===== src/rtl/subbyte_serial_sequencer_if.sv =====
// -----------------------------------------------------------------------------
// subbyte_serial_sequencer_if
// Handshake and S-box port bundle for the serial SubBytes sequencer.
//   slave  : the sequencer side (consumes i_*, drives o_*)
//   master : the surrounding round logic / external S-box side
// Signals
//   i_valid / o_ready       upstream handshake, i_state is the 128-bit input state
//   o_sub_byte / o_sub_valid byte issued to the shared S-box
//   i_sub_byte              S-box result, returned a fixed latency later
//   o_state / o_valid / i_ready downstream handshake
//   o_busy                  sequencer is not idle
// -----------------------------------------------------------------------------
interface subbyte_serial_sequencer_if #(
    parameter int NB_BYTE = 8,
    parameter int N_BYTES = 16
);
    logic                         i_valid;
    logic                         o_ready;
    logic [NB_BYTE*N_BYTES-1:0]   i_state;
    logic [NB_BYTE-1:0]           o_sub_byte;
    logic                         o_sub_valid;
    logic [NB_BYTE-1:0]           i_sub_byte;
    logic [NB_BYTE*N_BYTES-1:0]   o_state;
    logic                         o_valid;
    logic                         i_ready;
    logic                         o_busy;

    modport slave (
        input  i_valid, i_state, i_sub_byte, i_ready,
        output o_ready, o_sub_byte, o_sub_valid, o_state, o_valid, o_busy
    );

    modport master (
        output i_valid, i_state, i_sub_byte, i_ready,
        input  o_ready, o_sub_byte, o_sub_valid, o_state, o_valid, o_busy
    );
endinterface


===== src/rtl/subbyte_serial_sequencer.sv =====
// -----------------------------------------------------------------------------
// subbyte_serial_sequencer
// Streams the 16 bytes of an AES state through one shared external S-box, one
// byte per cycle, and reassembles the substituted bytes into a 128-bit result.
// Ports
//   i_clock    rising-edge clock
//   i_reset_n  asynchronous active-low reset
//   bus        subbyte_serial_sequencer_if.slave (handshakes + S-box port)
// Parameters
//   NB_BYTE (8 only), N_BYTES (16 only), SUB_LATENCY (S-box depth, 0..4)
//
// state | meaning
// IDLE  | ready for a new state, nothing in flight
// ISSUE | driving captured byte[issue_cnt] to the S-box
// DRAIN | all bytes issued, collecting outstanding returns
// DONE  | result presented downstream until i_ready
// -----------------------------------------------------------------------------
module subbyte_serial_sequencer #(
    parameter int NB_BYTE     = 8,
    parameter int N_BYTES     = 16,
    parameter int SUB_LATENCY = 2
) (
    input  logic                      i_clock,
    input  logic                      i_reset_n,
    subbyte_serial_sequencer_if.slave bus
);
    localparam int                NB_STATE = NB_BYTE * N_BYTES;
    localparam int                NB_CNT   = $clog2(N_BYTES);
    localparam logic [NB_CNT-1:0] CNT_LAST = NB_CNT'(N_BYTES - 1);
    localparam logic [NB_CNT-1:0] CNT_ONE  = NB_CNT'(1);

    typedef enum logic [1:0] {
        IDLE  = 2'd0,
        ISSUE = 2'd1,
        DRAIN = 2'd2,
        DONE  = 2'd3
    } state_t;

    state_t              state;
    state_t              state_next;
    logic [NB_STATE-1:0] in_reg;
    logic [NB_STATE-1:0] res_reg;
    logic [NB_CNT-1:0]   issue_cnt;
    logic [NB_CNT-1:0]   rx_cnt;
    logic                accept;
    logic                sub_valid;
    logic [NB_BYTE-1:0]  sub_byte;
    logic                ret_valid;

    assign accept = (state == IDLE) && bus.i_valid;

    always_ff @(posedge i_clock or negedge i_reset_n) begin
        if (!i_reset_n) begin
            state <= IDLE;
        end else begin
            state <= state_next;
        end
    end

    always_comb begin
        state_next = state;
        sub_valid  = 1'b0;
        sub_byte   = '0;
        case (state)
            IDLE: begin
                if (bus.i_valid) begin
                    state_next = ISSUE;
                end
            end
            ISSUE: begin
                sub_valid = 1'b1;
                sub_byte  = in_reg[int'(issue_cnt) * NB_BYTE +: NB_BYTE];
                // A zero-latency S-box returns the last byte in this same
                // cycle, so there is nothing left to drain.
                if (issue_cnt == CNT_LAST) begin
                    state_next = (SUB_LATENCY == 0) ? DONE : DRAIN;
                end
            end
            DRAIN: begin
                if (ret_valid && (rx_cnt == CNT_LAST)) begin
                    state_next = DONE;
                end
            end
            DONE: begin
                if (bus.i_ready) begin
                    state_next = IDLE;
                end
            end
            default: state_next = IDLE;
        endcase
    end

    // Return-valid tracking: a copy of the issue strobe delayed by the S-box
    // depth. Clearing it on reset is what discards returns still in flight.
    generate
        if (SUB_LATENCY == 0) begin : g_comb_ret
            assign ret_valid = sub_valid;
        end else begin : g_ret_pipe
            logic [SUB_LATENCY-1:0] vld_sr;

            always_ff @(posedge i_clock or negedge i_reset_n) begin
                if (!i_reset_n) begin
                    vld_sr <= '0;
                end else begin
                    vld_sr[0] <= sub_valid;
                    for (int i = 1; i < SUB_LATENCY; i++) begin
                        vld_sr[i] <= vld_sr[i-1];
                    end
                end
            end

            assign ret_valid = vld_sr[SUB_LATENCY-1];
        end
    endgenerate

    always_ff @(posedge i_clock or negedge i_reset_n) begin
        if (!i_reset_n) begin
            in_reg    <= '0;
            res_reg   <= '0;
            issue_cnt <= '0;
            rx_cnt    <= '0;
        end else if (accept) begin
            in_reg    <= bus.i_state;
            issue_cnt <= '0;
            rx_cnt    <= '0;
        end else begin
            if (sub_valid) begin
                issue_cnt <= issue_cnt + CNT_ONE;
            end
            if (ret_valid) begin
                res_reg[int'(rx_cnt) * NB_BYTE +: NB_BYTE] <= bus.i_sub_byte;
                rx_cnt <= rx_cnt + CNT_ONE;
            end
        end
    end

    assign bus.o_ready     = (state == IDLE);
    assign bus.o_busy      = (state != IDLE);
    assign bus.o_valid     = (state == DONE);
    assign bus.o_sub_valid = sub_valid;
    assign bus.o_sub_byte  = sub_byte;
    assign bus.o_state     = res_reg;
endmodule

===== src/flat_wrapper.sv =====
// flat-port wrapper written by rule: the top's interface ports become plain ports
module subbyte_serial_sequencer_flat 
#(
    parameter int NB_BYTE     = 8,
    parameter int N_BYTES     = 16,
    parameter int SUB_LATENCY = 2
)
  (i_clock, i_reset_n, bus_i_valid, bus_i_state, bus_i_sub_byte, bus_i_ready, bus_o_ready, bus_o_sub_byte, bus_o_sub_valid, bus_o_state, bus_o_valid, bus_o_busy);
  subbyte_serial_sequencer_if #(.NB_BYTE(NB_BYTE), .N_BYTES(N_BYTES)) bus_i ();
  input  logic i_clock;
  input  logic i_reset_n;
  input wire logic [$bits(bus_i.i_valid)-1:0] bus_i_valid;
  input wire logic [$bits(bus_i.i_state)-1:0] bus_i_state;
  input wire logic [$bits(bus_i.i_sub_byte)-1:0] bus_i_sub_byte;
  input wire logic [$bits(bus_i.i_ready)-1:0] bus_i_ready;
  output wire logic [$bits(bus_i.o_ready)-1:0] bus_o_ready;
  output wire logic [$bits(bus_i.o_sub_byte)-1:0] bus_o_sub_byte;
  output wire logic [$bits(bus_i.o_sub_valid)-1:0] bus_o_sub_valid;
  output wire logic [$bits(bus_i.o_state)-1:0] bus_o_state;
  output wire logic [$bits(bus_i.o_valid)-1:0] bus_o_valid;
  output wire logic [$bits(bus_i.o_busy)-1:0] bus_o_busy;
  assign bus_i.i_valid = bus_i_valid;
  assign bus_i.i_state = bus_i_state;
  assign bus_i.i_sub_byte = bus_i_sub_byte;
  assign bus_i.i_ready = bus_i_ready;
  assign bus_o_ready = bus_i.o_ready;
  assign bus_o_sub_byte = bus_i.o_sub_byte;
  assign bus_o_sub_valid = bus_i.o_sub_valid;
  assign bus_o_state = bus_i.o_state;
  assign bus_o_valid = bus_i.o_valid;
  assign bus_o_busy = bus_i.o_busy;
  subbyte_serial_sequencer #(.NB_BYTE(NB_BYTE), .N_BYTES(N_BYTES), .SUB_LATENCY(SUB_LATENCY)) u_core (.i_clock(i_clock), .i_reset_n(i_reset_n), .bus(bus_i));
endmodule

===== config.mk =====
export PLATFORM = sky130hd
export DESIGN_NAME = subbyte_serial_sequencer_flat
export DESIGN_NICKNAME = d
export VERILOG_FILES = /design/src/rtl/subbyte_serial_sequencer_if.sv /design/src/rtl/subbyte_serial_sequencer.sv /design/src/flat_wrapper.sv
export SDC_FILE = /design/constraint.sdc
export NUM_CORES = 1
export LEC_CHECK = 0
export CELL_PAD_IN_SITES_DETAIL_PLACEMENT = 0
export CELL_PAD_IN_SITES_GLOBAL_PLACEMENT = 2
export CORE_UTILIZATION = 29
export CTS_CLUSTER_DIAMETER = 60
export DETAILED_ROUTE_END_ITERATION = 10
export GPL_TIMING_DRIVEN = 0
export HOLD_SLACK_MARGIN = 0.06
export PLACE_DENSITY_LB_ADDON = 0.1
export SLEW_MARGIN = 40
export SYNTH_ARGS = -nofsm -noshare
export SYNTH_HDL_FRONTEND = slang
export SYNTH_SLANG_ARGS = --single-unit

===== constraint.sdc =====
create_clock -name i_clock -period 2.7 [get_ports i_clock]
set_input_delay 0.27 -clock i_clock [delete_from_list [all_inputs] [get_ports i_clock]]
set_output_delay 0.27 -clock i_clock [all_outputs]
set_load 0.01 [all_outputs]

==> results.yml, run 1 <==
sta:
  fin_skew_ns: 0.0108
  max_slew_margin_pct: 53.2
  worst_pin_slew_ns: 0.696
  hold_violations: 0
  setup_viol: 0
  tns_ns: 0
  rsz0062_at_grt: "true"
  hold_slack_ns: 0.212
  maxSlewViolCount: 0
  max_freq_mhz: 378
  fin_crit_sh_pct: 97.9
  min_period_ns: 2.64
drt:
  vias: 8927
  wire_per_inst_microns: 19.3
  postRouteWirelength_microns: 38100
  viasPerCell: 4.51
  drt-pass1-iter-count: 4
  drt_iter0_markers: 326
  drc: 0
  ant_nets: 0
cells_and_area:
  final_area_sq_um: 17100
  instances_no_fill: 1978
  layout_common_cells: "nand2_1, clkdlybuf4s50_1, dfrtp_1"
  drive_gt1_share_pct: 20.1
  area.growth.synth_to_final_pct: 44.3
  final_common_cell: "nand2_1"
  fillCellCount: 3921
  antenna_cells: 0
  final_nets: 1577
run:
  cap_viol_max_count: 0
placed_design:
  dpl_cell_area_sq_um: 15400
  placedCellCount: 1902
  gp_congestion: 0.734
  dp_hpwl_microns: 27900
  port_buffers: 279
setup_path:
  worstSetupStartpointType: "register"
  cp_common_cell: "buf_12"
  required_ns: 2.43
  critPathCaptureType: "output pin"
  crit_type: "register to output pin"
  rrSetupSlack_ns: 0.13
  crit_chain: "buf_12 -> buf_12 -> buf_4 -> mux4_2 -> mux2i_4 -> o32ai_2 -> buf_2"
  r2r_cells: 8
  crit_family: "multiplexers"
  path_max_fanout: 6
  cp_slowest_stage_delay_ns: 0.54
  r2r_end: "u_core.bus.o_state[120]$_DFFE_PN0P_"
  slowest_stage: "mux4_2"
  cp.buffers_inverters: 4
  worst_ep_arrival_time_ns: 2.37
  timing.rr.start: "u_core.rx_cnt[0]$_DFFE_PN0P_"
power:
  comb_power_share_pct: 38.4
  p_leak_uw: 0.00815
  p_clk_share_pct: 27.4
  p_switching_uw: 6180
  power_frac_seq_pct: 34.1
  power_density_nw_per_um2: 1050
  p_total_uw: 17900
  intPower_uw: 11800
  vdd_drop_max_uv: 394
  swShare_pct: 34.5
clocking:
  clock_path_buffers: 3
  cts_buffers: 35
  clock_sinks: 268
  tritoncts: "built"
  clock_latency_ns: 0.51
  cts.reportedPaths.clkPinSlew_ns: 0.06
  htreeDepth: 2
  ctsRootBufferMaster: "clkbuf_16"
floorplan:
  dieArea_sq_um: 41800
  io_pins: 280
  start_util_pct: 29.6
  chipHeight_microns: 204
  core_sq_um: 40100
  rows: 73
  die_x_microns: 204
global_route:
  grt_pass1_wl_microns: 57600
  grt_pass1_vias: 9412
  grt_usage_pct: 18.5
  grt_max_degree: 73
  antenna_found_initial: 0
  gr-total-overflow: 0
synthesis:
  async_flop_share_pct: 100
  synth_edf_count: 0
  yosysTopAreaCell: "dfrtp_1"
  seq_area_frac_synth_pct: 56.5
  syn_area_sq_um: 11900
  ys_warn_count: 0
  synth_cells: 1094
  ys_ff_latch: 268
  synth_top_area_share_pct: 56.5
  synth.area.top_cells: "dfrtp_1, nand2_1, mux2_2"
  postSynthAreaPerCell_sq_um: 10.9
  synthFlopType: "dfrtp_1"
  mappedNetlistNets: 1242
  synthDistinctLibCells: 44
run_status:
  status: "complete, no violations"
hold_path:
  hold_class: "input pin to asynchronous set/reset pin"
power groups by stage:
stage                     clock [uW]  combinational, uW  sequential, uW
after detailed placement           0               6500            6140
after global routing            5230               7610            6310
after global placement             0               6430            6140
after floorplan                    0               3680            6120
final                           4920               6890            6120
after CTS                       5080               6940            6140
cells in the mapped netlist, types with 2 or more instances:
cell type,count
dfrtp_1,268
nand3_1,7
buf_2,8
nor3_1,2
xor2_1,3
clkbuf_1,38
mux2_2,125
o22ai_1,5
buf_4,4
and2_1,26
buf_1,5
nor2b_1,2
mux2i_1,34
xnor2_1,3
ha_1,8
nor2_2,2
nand3_2,2
inv_1,24
and3_1,17
nand2_1,412
o32ai_1,4
mux4_2,21
nor2_1,29
nor3_2,2
o21ai_0,7
nand4_1,4
nor3_4,3
a21oi_1,8
nand2b_1,4
o211ai_1,3
how the worst max path moves through the flow:
stage,to,slack [ns],start,cells after the start
2_1_floorplan,u_core.bus.o_state[64]$_DFFE_PN0P_,0.19,u_core.rx_cnt[0]$_DFFE_PN0P_,7
3_3_place_gp,u_core.in_reg[84]$_DFFE_PN0P_,-11.03,i_reset_n,1
3_5_place_dp,u_core.bus.o_state[98]$_DFFE_PN0P_,-0.85,u_core.rx_cnt[0]$_DFFE_PN0P_,8
4_1_cts,bus_o_sub_byte[4],-0.01,u_core.issue_cnt[0]$_DFFE_PN0P_,7
5_1_grt,u_core.bus.o_state[120]$_DFFE_PN0P_,-0.02,u_core.rx_cnt[0]$_DFFE_PN0P_,8
6_report,bus_o_sub_byte[4],0.06,u_core.issue_cnt[0]$_DFFE_PN0P_,7
layer usage:
metal,part of all wire [%],GRT usage (%)
met1,45,24.2
met4,1.9,4.74
met2,49,31.6
met3,4.1,2.95
met5,0,0
worst register-to-register path, cell delays in order, from the launching register on:
cell,delay (ns)
dfrtp_1,0.38
buf_4,0.19
buf_4,0.19
inv_1,0.06
ha_1,0.27
or3b_2,0.53
nor4b_2,0.21
nand3_2,0.24
mux2_2,0.39
final cells by class:
type	instances	area [sq um]	area share (%)
tap	525	657	3.83
timing repair buffer	303	3140	18.3
multi-input combinational	746	5030	29.3
buffer	50	283	1.65
sequential	268	6710	39.1
clock inverter	11	186	1.09
inverter	25	93.8	0.547
clock buffer	50	1040	6.10
kinds of logic after synthesis:
family,count (synthesis),share of synthesized area (%)
flops,268,56.5
simple gates,520,18.8
compound gates,31,1.83
mux,180,18.7
xor+xnor,7,0.579
buf+inv,80,2.74
fa+ha+maj,8,0.843
stage by stage:
step                setup slack, ns  util (%)
floorplan                     0.190         -
global placement             -11.03      38.2
detailed placement           -0.845      38.5
CTS                         -0.0123      42.6
global route                -0.0241      42.7
finish                       0.0557      42.7
what timing repair did:
action                                 4_1_cts  5_1_grt
buffers inserted                            16        2
hold buffers                                 1        0
pin swaps                                   12        3
endpoints found under the hold margin      218        0
setup endpoints to repair                  177       63
resized for setup                           77       11
cloned                                       0        1
Note: power is estimated with default switching activity, not from simulation.
==> run 2, diff against run 1 <==
--- a/config.mk
+++ b/config.mk
@@ -7,13 +7,14 @@
 export LEC_CHECK = 0
 export CELL_PAD_IN_SITES_DETAIL_PLACEMENT = 0
 export CELL_PAD_IN_SITES_GLOBAL_PLACEMENT = 2
+export CORE_MARGIN = 4
 export CORE_UTILIZATION = 29
 export CTS_CLUSTER_DIAMETER = 60
 export DETAILED_ROUTE_END_ITERATION = 10
 export GPL_TIMING_DRIVEN = 0
 export HOLD_SLACK_MARGIN = 0.06
 export PLACE_DENSITY_LB_ADDON = 0.1
-export SLEW_MARGIN = 40
+export SLEW_MARGIN = 20
 export SYNTH_ARGS = -nofsm -noshare
 export SYNTH_HDL_FRONTEND = slang
 export SYNTH_SLANG_ARGS = --single-unit
==> results.yml, run 2 (synthesized netlist as in run 1, its figures left out) <==
drt:
  drt-pass1-iter-count: 4
  viasPerCell: 4.49
  highest_layer: "met4"
  met3_length_microns: 1640
  drc: 0
  ant_nets: 0
  postRouteWirelength_microns: 38900
  wire_per_inst_microns: 19.7
  wl_met1_microns: 17300
  vias: 8864
  drt_iter0_markers: 351
  wl_met2_microns: 19300
floorplan:
  die_x_microns: 210
  io_pins: 280
  start_util_pct: 29.6
  core_sq_um: 40100
  rows: 73
  chipHeight_microns: 210
  dieArea_sq_um: 44300
clocking:
  tritoncts: "built"
  cts_buffers: 35
  clock_path_buffers: 3
  htreeDepth: 2
  cts.reportedPaths.clkPinSlew_ns: 0.06
  clock_latency_ns: 0.51
  clock_sinks: 268
  ctsRootBufferMaster: "clkbuf_16"
setup_path:
  worst_ep_arrival_time_ns: 2.37
  rrSetupSlack_ns: 0.13
  cp_common_cell: "buf_12"
  path_max_fanout: 10
  cp_slowest_stage_delay_ns: 0.57
  crit_end: "bus_o_sub_byte[6]"
  critPathCaptureType: "output pin"
  r2r_end: "u_core.bus.o_state[1]$_DFFE_PN0P_"
  slowest_stage: "mux4_2"
  crit_family: "multiplexers"
  crit_type: "register to output pin"
  required_ns: 2.43
  worst-path-stages: 6
  r2r_cells: 9
  timing.rr.start: "u_core.rx_cnt[0]$_DFFE_PN0P_"
  crit_chain: "buf_12 -> buf_12 -> mux4_2 -> mux2i_4 -> o22ai_1 -> clkdlybuf4s15_1"
  crit_start: "u_core.issue_cnt[0]$_DFFE_PN0P_"
  cp.buffers_inverters: 3
  worstSetupStartpointType: "register"
power:
  p_leak_uw: 0.00810
  power_density_nw_per_um2: 1040
  vdd_drop_max_uv: 410
sta:
  hold_violations: 0
  setup_viol: 0
  hold_slack_ns: 0.200
  max_freq_mhz: 378
  maxSlewViolCount: 0
  fin_crit_sh_pct: 97.9
  max_slew_margin_pct: 51.1
  fin_skew_ns: 0.0189
  worst_slack_ns: 0.0560
  min_period_ns: 2.64
  worst_pin_slew_ns: 0.727
  tns_ns: 0
global_route:
  grt_usage_pct: 17.4
  gr-total-overflow: 0
  grt_pass1_wl_microns: 60000
  antenna_found_initial: 0
  grt_max_degree: 81
  grt_pass1_vias: 9719
cells_and_area:
  antenna_cells: 0
  instances_no_fill: 1976
  final_common_cell: "nand2_1"
  final_nets: 1573
  layout_common_cells: "nand2_1, clkdlybuf4s50_1, dfrtp_1"
  multi_input_area_sq_um: 5050
  area.growth.synth_to_final_pct: 43.4
  drive_gt1_share_pct: 19.9
  seq_area_sq_um: 6710
  fillCellCount: 3931
run_status:
  status: "complete, no violations"
placed_design:
  placedCellCount: 1901
  port_buffers: 279
  dp_hpwl_microns: 28900
  gp_congestion: 0.734
  dp_slack_ns: -0.849
run:
  cap_viol_max_count: 0
hold_path:
  hold_class: "input pin to asynchronous set/reset pin"
run 2: cell count changes in the layout (fill, tap and decap cells not counted), sizes merged:
cell / before / now
clkinvlp: 1 / 0
clkbuf: 86 / 90
clkinv: 5 / 9
bufinv: 5 / 3
buf: 43 / 37
dlygate4sd2: 1 / 0
clkdlybuf4s15: 2 / 1
inv: 25 / 26
run 2: what timing repair did:
item,4_1_cts,5_1_grt
gates cloned,0,0
pin swaps,14,2
hold buffers,1,0
endpoints found under the setup margin,177,112
buffers inserted,13,3
resized for setup,78,19
hold endpoints to repair,188,0
run 2: power by group:
part           leakage, uW  switching [uW]  internal (uW)
Combinational      0.00409            3660           3210
Sequential         0.00344             777           5370
Clock             0.000576            1820           2890
run 2: area by class of cell:
cell class,count,share of cell area (%)
inverters,25,0.551
plain buffers,50,1.70
well taps,525,3.86
flip-flops and latches,268,39.4
clock buffers,50,5.89
clock inverters,13,0.999
multi-input cells,746,29.6
repair buffers,299,18.0
run 2: worst min path at each step:
stage                                                      from                               endpoint  slack, ns
after floorplan                                       i_reset_n      u_core.bus.o_state[0]$_DFFE_PN0P_      -0.03
after global placement    u_core.g_ret_pipe.vld_sr[0]$_DFF_PN0_  u_core.g_ret_pipe.vld_sr[1]$_DFF_PN0_       0.33
after detailed placement                              i_reset_n     u_core.bus.o_state[38]$_DFFE_PN0P_       0.15
after CTS                                             i_reset_n     u_core.bus.o_state[38]$_DFFE_PN0P_       0.19
after global routing                                  i_reset_n     u_core.bus.o_state[38]$_DFFE_PN0P_       0.22
final                                                 i_reset_n     u_core.bus.o_state[38]$_DFFE_PN0P_       0.20
run 2: routing by layer:
| metal | global-route usage [%] | vias to the layer above |
|---|---|---|
| met2 | 30.5 | 186 |
| li1 | - | 4279 |
| met1 | 22.9 | 4354 |
| met4 | 3.35 | 0 |
| met3 | 2.90 | 45 |
| met5 | 0 | - |
run 2: worst register-to-register path: cells and delay by family (launching register included):
kind | cells | cell delay [ns]
flip-flops | 1 | 0.38
AND/OR/NAND/NOR | 4 | 0.82
adder cells (fa/ha/maj) | 1 | 0.38
buffers and inverters | 3 | 0.55
multiplexers | 1 | 0.34
run 2: stage by stage:
step | power [uW] | util (%) | area [sq um]
final | 17700 | 42.5 | 17000
after global routing | 18900 | 42.5 | 17000
after CTS | 17900 | 42.4 | 17000
after detailed placement | 12700 | 38.4 | 15400
after global placement | 12600 | 38.2 | 15300
after floorplan | 9800 | - | 11900
==> run 3, diff against run 2 <==
--- a/config.mk
+++ b/config.mk
@@ -8,7 +8,7 @@
 export CELL_PAD_IN_SITES_DETAIL_PLACEMENT = 0
 export CELL_PAD_IN_SITES_GLOBAL_PLACEMENT = 2
 export CORE_MARGIN = 4
-export CORE_UTILIZATION = 29
+export CORE_UTILIZATION = 34
 export CTS_CLUSTER_DIAMETER = 60
 export DETAILED_ROUTE_END_ITERATION = 10
 export GPL_TIMING_DRIVEN = 0
==> constraint.sdc (replaced) <==
create_clock -name i_clock -period 3.2 [get_ports i_clock]
set_input_delay 0.32 -clock i_clock [delete_from_list [all_inputs] [get_ports i_clock]]
set_output_delay 0.32 -clock i_clock [all_outputs]
set_load 0.01 [all_outputs]
==> results.yml, run 3 (synthesized netlist as in run 1, its figures left out) <==
run_status:
  status: "complete, no violations"
drt:
  postRouteWirelength_microns: 36100
  drc: 0
  vias: 8815
  drt-pass1-iter-count: 6
  ant_nets: 0
  wire_per_inst_microns: 19.1
  drt_iter0_markers: 288
  viasPerCell: 4.66
clocking:
  cts.reportedPaths.clkPinSlew_ns: 0.06
  ctsRootBufferMaster: "clkbuf_16"
  clock_sinks: 268
  clock_path_buffers: 3
  clock_latency_ns: 0.51
  cts_buffers: 34
  tritoncts: "built"
  htreeDepth: 2
  cts_setup_buffers: 0
setup_path:
  crit_chain: "buf_6 -> buf_6 -> mux4_2 -> mux2i_1 -> o22ai_1 -> clkdlybuf4s50_1"
  cp_common_cell: "buf_6"
  crit_start: "u_core.issue_cnt[0]$_DFFE_PN0P_"
  rrSetupSlack_ns: 0.13
  cp.buffers_inverters: 3
  worstSetupStartpointType: "register"
  r2r_end: "u_core.bus.o_state[6]$_DFFE_PN0P_"
  worst-path-stages: 6
  path_max_fanout: 10
  crit_family: "buffers and inverters"
  cp_slowest_stage_delay_ns: 0.55
  r2r_cells: 8
  crit_type: "register to output pin"
  required_ns: 2.88
  timing.rr.start: "u_core.rx_cnt[0]$_DFFE_PN0P_"
  crit_end: "bus_o_sub_byte[6]"
  worst_ep_arrival_time_ns: 2.80
  critPathCaptureType: "output pin"
  slowest_stage: "mux4_2"
placed_design:
  dp_slack_ns: -0.276
  placedCellCount: 1831
  dp_hpwl_microns: 26700
  gp_congestion: 0.767
  dpl_cell_area_sq_um: 15300
  port_buffers: 279
sta:
  maxSlewViolCount: 0
  setup_viol: 0
  hold_violations: 0
  max_slew_margin_pct: 48.9
  tns_ns: 0
  fin_skew_ns: 0.0203
  worst_slack_ns: 0.0818
  worst_pin_slew_ns: 0.762
  max_freq_mhz: 321
  fin_crit_sh_pct: 97.4
  rsz0062_at_grt: "true"
  min_period_ns: 3.12
power:
  power_density_nw_per_um2: 878
  vdd_drop_max_uv: 409
  p_leak_uw: 0.00794
floorplan:
  dieArea_sq_um: 38000
  chipHeight_microns: 195
  start_util_pct: 34.4
  io_pins: 280
  rows: 68
  core_sq_um: 34500
  die_x_microns: 195
cells_and_area:
  area.growth.synth_to_final_pct: 39.8
  antenna_cells: 0
  instances_no_fill: 1891
  drive_gt1_share_pct: 17.1
  layout_common_cells: "nand2_1, clkdlybuf4s50_1, dfrtp_1"
  final_nets: 1558
  final_area_sq_um: 16600
  final_common_cell: "nand2_1"
hold_path:
  hold_class: "input pin to asynchronous set/reset pin"
global_route:
  grt_max_degree: 94
  grt_pass1_wl_microns: 56000
  antenna_found_initial: 0
  grt_usage_pct: 18.7
  gr-total-overflow: 0
  grt_pass1_vias: 9347
run:
  cap_viol_max_count: 0
[run 3: changes by cell type in the layout (fill, tap and decap cells not counted), moves of 7 or more]
cell,change
buf_12,-10
buf_4,-12
clkbuf_1,+7
clkbuf_2,-11
clkdlybuf4s50_1,+7
[run 3: per-layer routing]
layer  part of all wire (%)  GRT usage (%)  vias up
li1                       -              -     4245
met5                      0              0        -
met4                    1.3           3.52        0
met1                     45           25.0     4345
met3                    4.3           3.09       32
met2                     50           32.6      193
[run 3: area by class of cell]
class                      instances  area (sq um)
timing repair buffer             283          2890
fill                            3362         17900
clock inverter                    10           138
tap                              455           569
inverter                          25          93.8
clock buffer                      52          1040
multi-input combinational        746          4900
sequential                       268          6710
buffer                            52           256
[run 3: power by group]
part	switching [uW]	total [uW]	internal (uW)
clock network	1470	3960	2500
registers	647	5170	4530
logic	2900	5440	2530
total	5020	14600	9560
[run 3: worst min path at each step]
stage / start / end / slack (ns) / cells past startpoint
after floorplan: i_reset_n / u_core.bus.o_state[0]$_DFFE_PN0P_ / 0.02 / 0
after global routing: i_reset_n / u_core.bus.o_state[101]$_DFFE_PN0P_ / 0.28 / 2
after global placement: u_core.g_ret_pipe.vld_sr[0]$_DFF_PN0_ / u_core.g_ret_pipe.vld_sr[1]$_DFF_PN0_ / 0.34 / 0
after CTS: i_reset_n / u_core.bus.o_state[101]$_DFFE_PN0P_ / 0.27 / 2
after detailed placement: i_reset_n / u_core.bus.o_state[101]$_DFFE_PN0P_ / 0.21 / 1
final: i_reset_n / u_core.bus.o_state[101]$_DFFE_PN0P_ / 0.28 / 2
[run 3: repair_timing]
item                                    in CTS  in global routing
hold buffers                                 1                  0
endpoints found under the setup margin      16                 38
pin swaps                                    0                  2
endpoints found under the hold margin       46                  0
resized for setup                           21                  8
[run 3: per-stage QoR]
step                      power (uW)  util, %  hold WS (ns)
after detailed placement       10600     44.4         0.206
after CTS                      14800     48.0         0.268
after global routing           15500     48.1         0.279
after global placement         10500     44.1         0.336
after floorplan                 8270        -        0.0244
final                          14600     48.1         0.276
